==> src/rtl/miner_result_tx_if.sv <==
// ============================================================================
// miner_result_tx_if : result handshake + UART byte-strobe bundle
// Revision : 1.0
// ============================================================================
`default_nettype none

interface miner_result_tx_if;
    logic        result_valid;
    logic        result_ready;
    logic [7:0]  result_job;
    logic [31:0] result_nonce;
    logic        transmit;
    logic [7:0]  tx_byte;
    logic        is_transmitting;

    modport master (
        input  result_valid, result_job, result_nonce, is_transmitting,
        output result_ready, transmit, tx_byte
    );

    modport slave (
        output result_valid, result_job, result_nonce, is_transmitting,
        input  result_ready, transmit, tx_byte
    );
endinterface

`default_nettype wire

==> src/rtl/miner_result_tx.sv <==
// ============================================================================
// miner_result_tx : frames a mining result (sync, job, nonce) to a byte UART
// Option  : RESULT_TX_CHECKSUM_EN appends an XOR checksum byte
// Revision : 1.0
// ============================================================================
`default_nettype none

module miner_result_tx #(
    parameter logic [7:0]  SYNC_BYTE   = 8'hA5,
    parameter int unsigned ACK_TIMEOUT = 255
) (
    input  wire logic         clk_hf,
    input  wire logic         reset,
    miner_result_tx_if.master bus,
    output logic              busy,
    output logic [15:0]       frame_count,
    output logic              ack_error
);

`ifdef RESULT_TX_CHECKSUM_EN
    localparam int unsigned c_FRAME_LEN = 7;
`else
    localparam int unsigned c_FRAME_LEN = 6;
`endif
    localparam logic [2:0]  c_LAST_IDX  = 3'(c_FRAME_LEN - 1);
    localparam int unsigned c_TMR_W     = $clog2(ACK_TIMEOUT + 1);
    localparam logic [c_TMR_W-1:0] c_TMR_LAST = c_TMR_W'(ACK_TIMEOUT - 1);

    localparam logic [2:0] c_IDLE      = 3'd0;
    localparam logic [2:0] c_GAP       = 3'd1;
    localparam logic [2:0] c_STROBE    = 3'd2;
    localparam logic [2:0] c_WAIT_ACK  = 3'd3;
    localparam logic [2:0] c_WAIT_DONE = 3'd4;

    logic [2:0]         r_state;
    logic [2:0]         r_idx;
    logic [c_TMR_W-1:0] r_timer;
    logic [7:0]         r_job;
    logic [31:0]        r_nonce;
    logic [7:0]         r_tx_byte;
    logic [15:0]        r_frame_count;
    logic               r_ack_error;

    logic [2:0]         w_load_idx;
    logic [7:0]         w_load_byte;
    logic               w_capture;

    assign w_capture         = (r_state == c_IDLE) && bus.result_valid;
    assign bus.result_ready  = (r_state == c_IDLE);
    // Gating on is_transmitting guarantees no strobe lands on a busy UART.
    assign bus.transmit      = (r_state == c_STROBE) && !bus.is_transmitting;
    assign bus.tx_byte       = r_tx_byte;
    assign busy              = (r_state != c_IDLE);
    assign frame_count       = r_frame_count;
    assign ack_error         = r_ack_error;

    // Index of the byte to load into tx_byte on the next transition into GAP.
    always_comb begin
        w_load_idx = r_idx;
        if (r_state == c_IDLE) begin
            w_load_idx = 3'd0;
        end else if (r_state == c_WAIT_DONE) begin
            w_load_idx = r_idx + 3'd1;
        end
    end

    always_comb begin
        w_load_byte = SYNC_BYTE;
        case (w_load_idx)
            3'd0:    w_load_byte = SYNC_BYTE;
            3'd1:    w_load_byte = r_job;
            3'd2:    w_load_byte = r_nonce[31:24];
            3'd3:    w_load_byte = r_nonce[23:16];
            3'd4:    w_load_byte = r_nonce[15:8];
            3'd5:    w_load_byte = r_nonce[7:0];
`ifdef RESULT_TX_CHECKSUM_EN
            3'd6:    w_load_byte = r_job ^ r_nonce[31:24] ^ r_nonce[23:16]
                                 ^ r_nonce[15:8] ^ r_nonce[7:0];
`endif
            default: w_load_byte = SYNC_BYTE;
        endcase
    end

    always_ff @(posedge clk_hf or posedge reset) begin
        if (reset) begin
            r_state       <= c_IDLE;
            r_idx         <= 3'd0;
            r_timer       <= '0;
            r_job         <= 8'h00;
            r_nonce       <= 32'h0;
            r_tx_byte     <= 8'h00;
            r_frame_count <= 16'h0;
            r_ack_error   <= 1'b0;
        end else begin
            case (r_state)
                c_IDLE: begin
                    if (w_capture) begin
                        r_job     <= bus.result_job;
                        r_nonce   <= bus.result_nonce;
                        r_idx     <= 3'd0;
                        r_tx_byte <= w_load_byte;
                        r_state   <= c_GAP;
                    end
                end
                c_GAP: begin
                    if (!bus.is_transmitting) begin
                        r_state <= c_STROBE;
                    end
                end
                c_STROBE: begin
                    r_timer <= '0;
                    r_state <= bus.is_transmitting ? c_GAP : c_WAIT_ACK;
                end
                c_WAIT_ACK: begin
                    if (bus.is_transmitting) begin
                        r_state <= c_WAIT_DONE;
                    end else if (r_timer == c_TMR_LAST) begin
                        // UART never picked the byte up: flag it and resend.
                        r_ack_error <= 1'b1;
                        r_timer     <= '0;
                        r_tx_byte   <= w_load_byte;
                        r_state     <= c_GAP;
                    end else begin
                        r_timer <= r_timer + 1'b1;
                    end
                end
                c_WAIT_DONE: begin
                    if (!bus.is_transmitting) begin
                        if (r_idx == c_LAST_IDX) begin
                            r_idx         <= 3'd0;
                            r_frame_count <= r_frame_count + 16'd1;
                            r_state       <= c_IDLE;
                        end else begin
                            r_idx     <= w_load_idx;
                            r_tx_byte <= w_load_byte;
                            r_state   <= c_GAP;
                        end
                    end
                end
                default: r_state <= c_IDLE;
            endcase
        end
    end

endmodule

`default_nettype wire

==> src/flat_wrapper.sv <==
// flat-port wrapper written by rule: the top's interface ports become plain ports
module miner_result_tx_flat 
#(
    parameter logic [7:0]  SYNC_BYTE   = 8'hA5,
    parameter int unsigned ACK_TIMEOUT = 255
)
  (clk_hf, reset, busy, frame_count, ack_error, bus_result_valid, bus_result_job, bus_result_nonce, bus_is_transmitting, bus_result_ready, bus_transmit, bus_tx_byte);
  miner_result_tx_if bus_i ();
  input  wire logic clk_hf;
  input  wire logic reset;
  output logic busy;
  output logic [15:0] frame_count;
  output logic ack_error;
  input wire logic [$bits(bus_i.result_valid)-1:0] bus_result_valid;
  input wire logic [$bits(bus_i.result_job)-1:0] bus_result_job;
  input wire logic [$bits(bus_i.result_nonce)-1:0] bus_result_nonce;
  input wire logic [$bits(bus_i.is_transmitting)-1:0] bus_is_transmitting;
  output wire logic [$bits(bus_i.result_ready)-1:0] bus_result_ready;
  output wire logic [$bits(bus_i.transmit)-1:0] bus_transmit;
  output wire logic [$bits(bus_i.tx_byte)-1:0] bus_tx_byte;
  assign bus_i.result_valid = bus_result_valid;
  assign bus_i.result_job = bus_result_job;
  assign bus_i.result_nonce = bus_result_nonce;
  assign bus_i.is_transmitting = bus_is_transmitting;
  assign bus_result_ready = bus_i.result_ready;
  assign bus_transmit = bus_i.transmit;
  assign bus_tx_byte = bus_i.tx_byte;
  miner_result_tx #(.SYNC_BYTE(SYNC_BYTE), .ACK_TIMEOUT(ACK_TIMEOUT)) u_core (.clk_hf(clk_hf), .reset(reset), .bus(bus_i), .busy(busy), .frame_count(frame_count), .ack_error(ack_error));
endmodule
==> config.mk <==
export PLATFORM = sky130hd
export DESIGN_NAME = miner_result_tx_flat
export DESIGN_NICKNAME = d
export VERILOG_FILES = /design/src/rtl/miner_result_tx_if.sv /design/src/rtl/miner_result_tx.sv /design/src/flat_wrapper.sv
export SDC_FILE = /design/constraint.sdc
export NUM_CORES = 1
export LEC_CHECK = 0
export CORE_ASPECT_RATIO = 0.9
export CORE_MARGIN = 2
export CORE_UTILIZATION = 46
export CTS_CLUSTER_DIAMETER = 80
export DETAILED_ROUTE_END_ITERATION = 12
export PLACE_DENSITY = 0.83
export SLEW_MARGIN = 0
export SYNTH_ARGS = -nofsm -noshare
export SYNTH_HDL_FRONTEND = slang
export SYNTH_SLANG_ARGS = --single-unit
==> constraint.sdc <==
create_clock -name clk_hf -period 3 [get_ports clk_hf]
set_input_delay 0.3 -clock clk_hf [delete_from_list [all_inputs] [get_ports clk_hf]]
set_output_delay 0.3 -clock clk_hf [all_outputs]
set_load 0.005 [all_outputs]
==> summary.txt <==
Layout
  – Sequential Area: 1980 sq um
  – Layout cells sized above 1: 7.89%
  – Fin cells: 593
  – Multi-input logic area: 1780 sq um
  – P&R area growth vs syn: 24.9%
  – # diodes: 0
  – Fill cell count: 675
  – Nets@finish: 538

Route
  – Via density: 5.49
  – DR DRC count: 0
  – Antenna violation net count after detailed routing: 0
  – Post-Route WL: 8950 microns
  – Mean routed wirelength per cell: 15.1 microns
  – Iter 0 DRT Violations: 189
  – DR vias: 3255
  – Drt first pass iters: 4

Setup path
  – Setup crit end: bus_result_ready
  – Slowest CP cell: dfrtp_1
  – Crit path DAT: 2.18 ns
  – CP required: 2.70 ns
  – Top delay family on crit path: simple AND/OR/NAND/NOR gates
  – CP Class: reg2out
  – CP bufs+invs: 1
  – Critical path depth: 3
  – CP endpoint kind: primary output
  – R2R depth: 5
  – R2R Setup Slk: 0.55 ns
  – CP startpoint kind: flop
  – R2r endpoint: u_core.bus.tx_byte[6]
  – Worst path max stage delay: 0.58 ns
  – Worst-path cell chain: or2_1, nor2_1, clkdlybuf4s50_1
  – Reg-to-Reg Start: u_core.r_state[0]
  – Worst Path Max Fanout: 14
  – Critical path launch point: u_core.r_state[0]

STA
  – Setup violations, final: 0
  – Worst-margin pin slew: 0.661 ns
  – Final min period: 2.48 ns
  – Fin crit share: 82.5%
  – Fmax: 404 MHz
  – Min setup slack post-route: 0.524 ns
  – RSZ-0062 raised after global routing: no
  – Slew headroom: 55.5%
  – Fin Clk Skew: 0.00997 ns
  – Final-report max-slew violation count: 0
  – Final hold vios: 0
  – Sum Neg Setup Slack: 0 ns

Placement
  – Buffers on Ports: 71
  – Cell count after placement: 577
  – Hpwl dp: 6630 microns
  – Dpl ws: 0.565 ns
  – Placer Congestion: 0.806

Floorplanning
  – Starting density of the core: 48.1%
  – Height of the chip: 91.6 microns
  – Core Rows: 31
  – Die width: 101 microns
  – Core ar.: 8150 sq um
  – Die Area: 9280 sq um
  – IO Pins: 72

Power and ir drop
  – Internal power: 0.00227 W
  – Pwr/cell area: 727 nW/um^2
  – Peak VDD IR: 0.000337 V
  – Reg power frac: 46.6%
  – Final Power: 0.00356 W
  – Clock share of power: 22.2%
  – Gate power share: 31.2%
  – Sw Ratio: 36.2%
  – Net Sw Power: 0.00129 W
  – Leakage: 2.23 nW

Yosys
  – Flops & latches, synth: 79
  – Mux contribution to synthesized area: 1.69%
  – Adder-Cell Fraction of Synth Area: 1.60%
  – Post-synth top area cell: dfrtp_1
  – Most frequent cell after synthesis: nand2_1
  – Synth cell count leaders: 138 x nand2_1, 79 x dfrtp_1, 17 x o21ai_0
  – XOR/XNOR share of the synthesized area: 4.24%
  – Area contributors post-synth: dfrtp_1 50%, nand2_1 13%, xnor2_1 2.7%
  – Yosys top cell area share: 50.4%
  – Largest family of logic cells by synthesized area: simple AND/OR/NAND/NOR gates
  – Synth cell types: 50
  – Main synth FF type: dfrtp_1
  – Syn_area_per_cell: 9.29 sq um
  – FFs w/ async S/R, synth: 100%
  – Number of synthesized flops with an enable pin: 0
  – Synth Area in Simple Gates: 24.6%
  – Sequential area share after synthesis: 50.4%
  – Complex-gate fraction of the synthesized area: 13.1%
  – Syn_nets: 471
  – Warnings from Yosys: 0
  – Post-Syn Area: 3920 sq um
  – Syn Inst Count: 422

GRT
  – Vias in the first global route: 3144
  – Aggregate global routing overflow: 0
  – First-pass GRT wire length: 14800 microns
  – Pin count of the biggest net entering global routing: 42
  – Antenna violations before repair: 0
  – Total GRT Usage: 20.2%

CTS
  – CTS Sinks: 79
  – Root buf cell: clkbuf_8
  – Skew-Pair Late Insertion Delay: 0.36 ns
  – CTS tree: built
  – Number of CTS-inserted buffers: 9
  – Post-CTS sizing: 0
  – Hold buffers post-CTS: 0
  – Clock Pin Slew Worst Setup and Hold Paths: 0.08 ns
  – CTS max path bufs: 2
  – # Post-CTS Setup Buffers: 0
  – H-tree depth: 3

Status
  – Outcome: finished, final reports clean

Hold path
  – HP Class: in2async

Job
  – Max cap viols: 0
[per-layer routing]
layer | GRT usage [%] | vias up | share of wire, %
li1 | - | 1580 | -
met1 | 27.3 | 1580 | 45
met2 | 31.8 | 80 | 48
met3 | 5.08 | 15 | 4.5
met4 | 6.76 | 0 | 1.9
met5 | 0 | - | 0
[power by group through the flow]
| stage | Combinational (W) | Clock, W | Sequential (W) |
|---|---|---|---|
| after floorplan | 0.000848 | 0 | 0.00154 |
| after global placement | 0.00106 | 0 | 0.00166 |
| after detailed placement | 0.00111 | 0 | 0.00167 |
| after CTS | 0.00112 | 0.000806 | 0.00165 |
| after global routing | 0.00126 | 0.000849 | 0.00169 |
| final | 0.00111 | 0.000789 | 0.00166 |
[worst min-delay path by stage]
stage / startpoint / to / cells after the start
floorplan: bus_result_job[0] / u_core.r_job[0] / 2
global placement: u_core.ack_error / u_core.ack_error / 2
detailed placement: u_core.ack_error / u_core.ack_error / 2
CTS: reset / u_core.r_job[7] / 2
global route: reset / u_core.r_job[7] / 2
finish: reset / u_core.r_job[7] / 2
[registers in the layout, summed over array words and instances, names as in the netlist]
register,flops
u_core.bus.tx_byte,8
u_core.frame_count,16
u_core.r_job,8
u_core.r_timer,8
u_core.r_nonce,32
u_core.ack_error,1
u_core.r_state,3
u_core.r_idx,3
[logic make-up (layout without fill, tap and decap cells)]
family	count (synthesis)	in the layout
muxes	6	6
buffers and inverters	34	106
xor gates and xnor gates	19	19
adders and majority gates	5	5
AOI/OAI and AO/OA	72	72
DFF	79	79
and+or+nand+nor	207	207
[layout by cell type, fill, tap and decap left out, drive strengths merged, types with 8 or more instances in the layout]
master	Yosys	layout
clkdlybuf4s50	0	71
xnor2	12	12
inv	12	12
a211oi	8	8
dfrtp	79	79
o21ai	18	18
nand3	11	11
nor2	17	17
clkbuf	7	10
nand2	140	140
[stage by stage]
step	cell area (sq um)	utilization (%)	hold slack, ns
after floorplan	3920	-	0.405
after global placement	4700	57.7	0.449
after detailed placement	4700	57.7	0.458
after CTS	4900	60.1	0.339
after global routing	4900	60.1	0.383
final	4900	60.1	0.333
[cell type report]
class                   instances  area share [%]
clock buffers                  10            2.81
clock inverters                 6            1.23
inverters                      12           0.920
multi-input cells             309            36.3
flip-flops and latches         79            40.4
well taps                      99            2.53
repair buffers                 78            15.8
(Power assumes the default switching activity.)
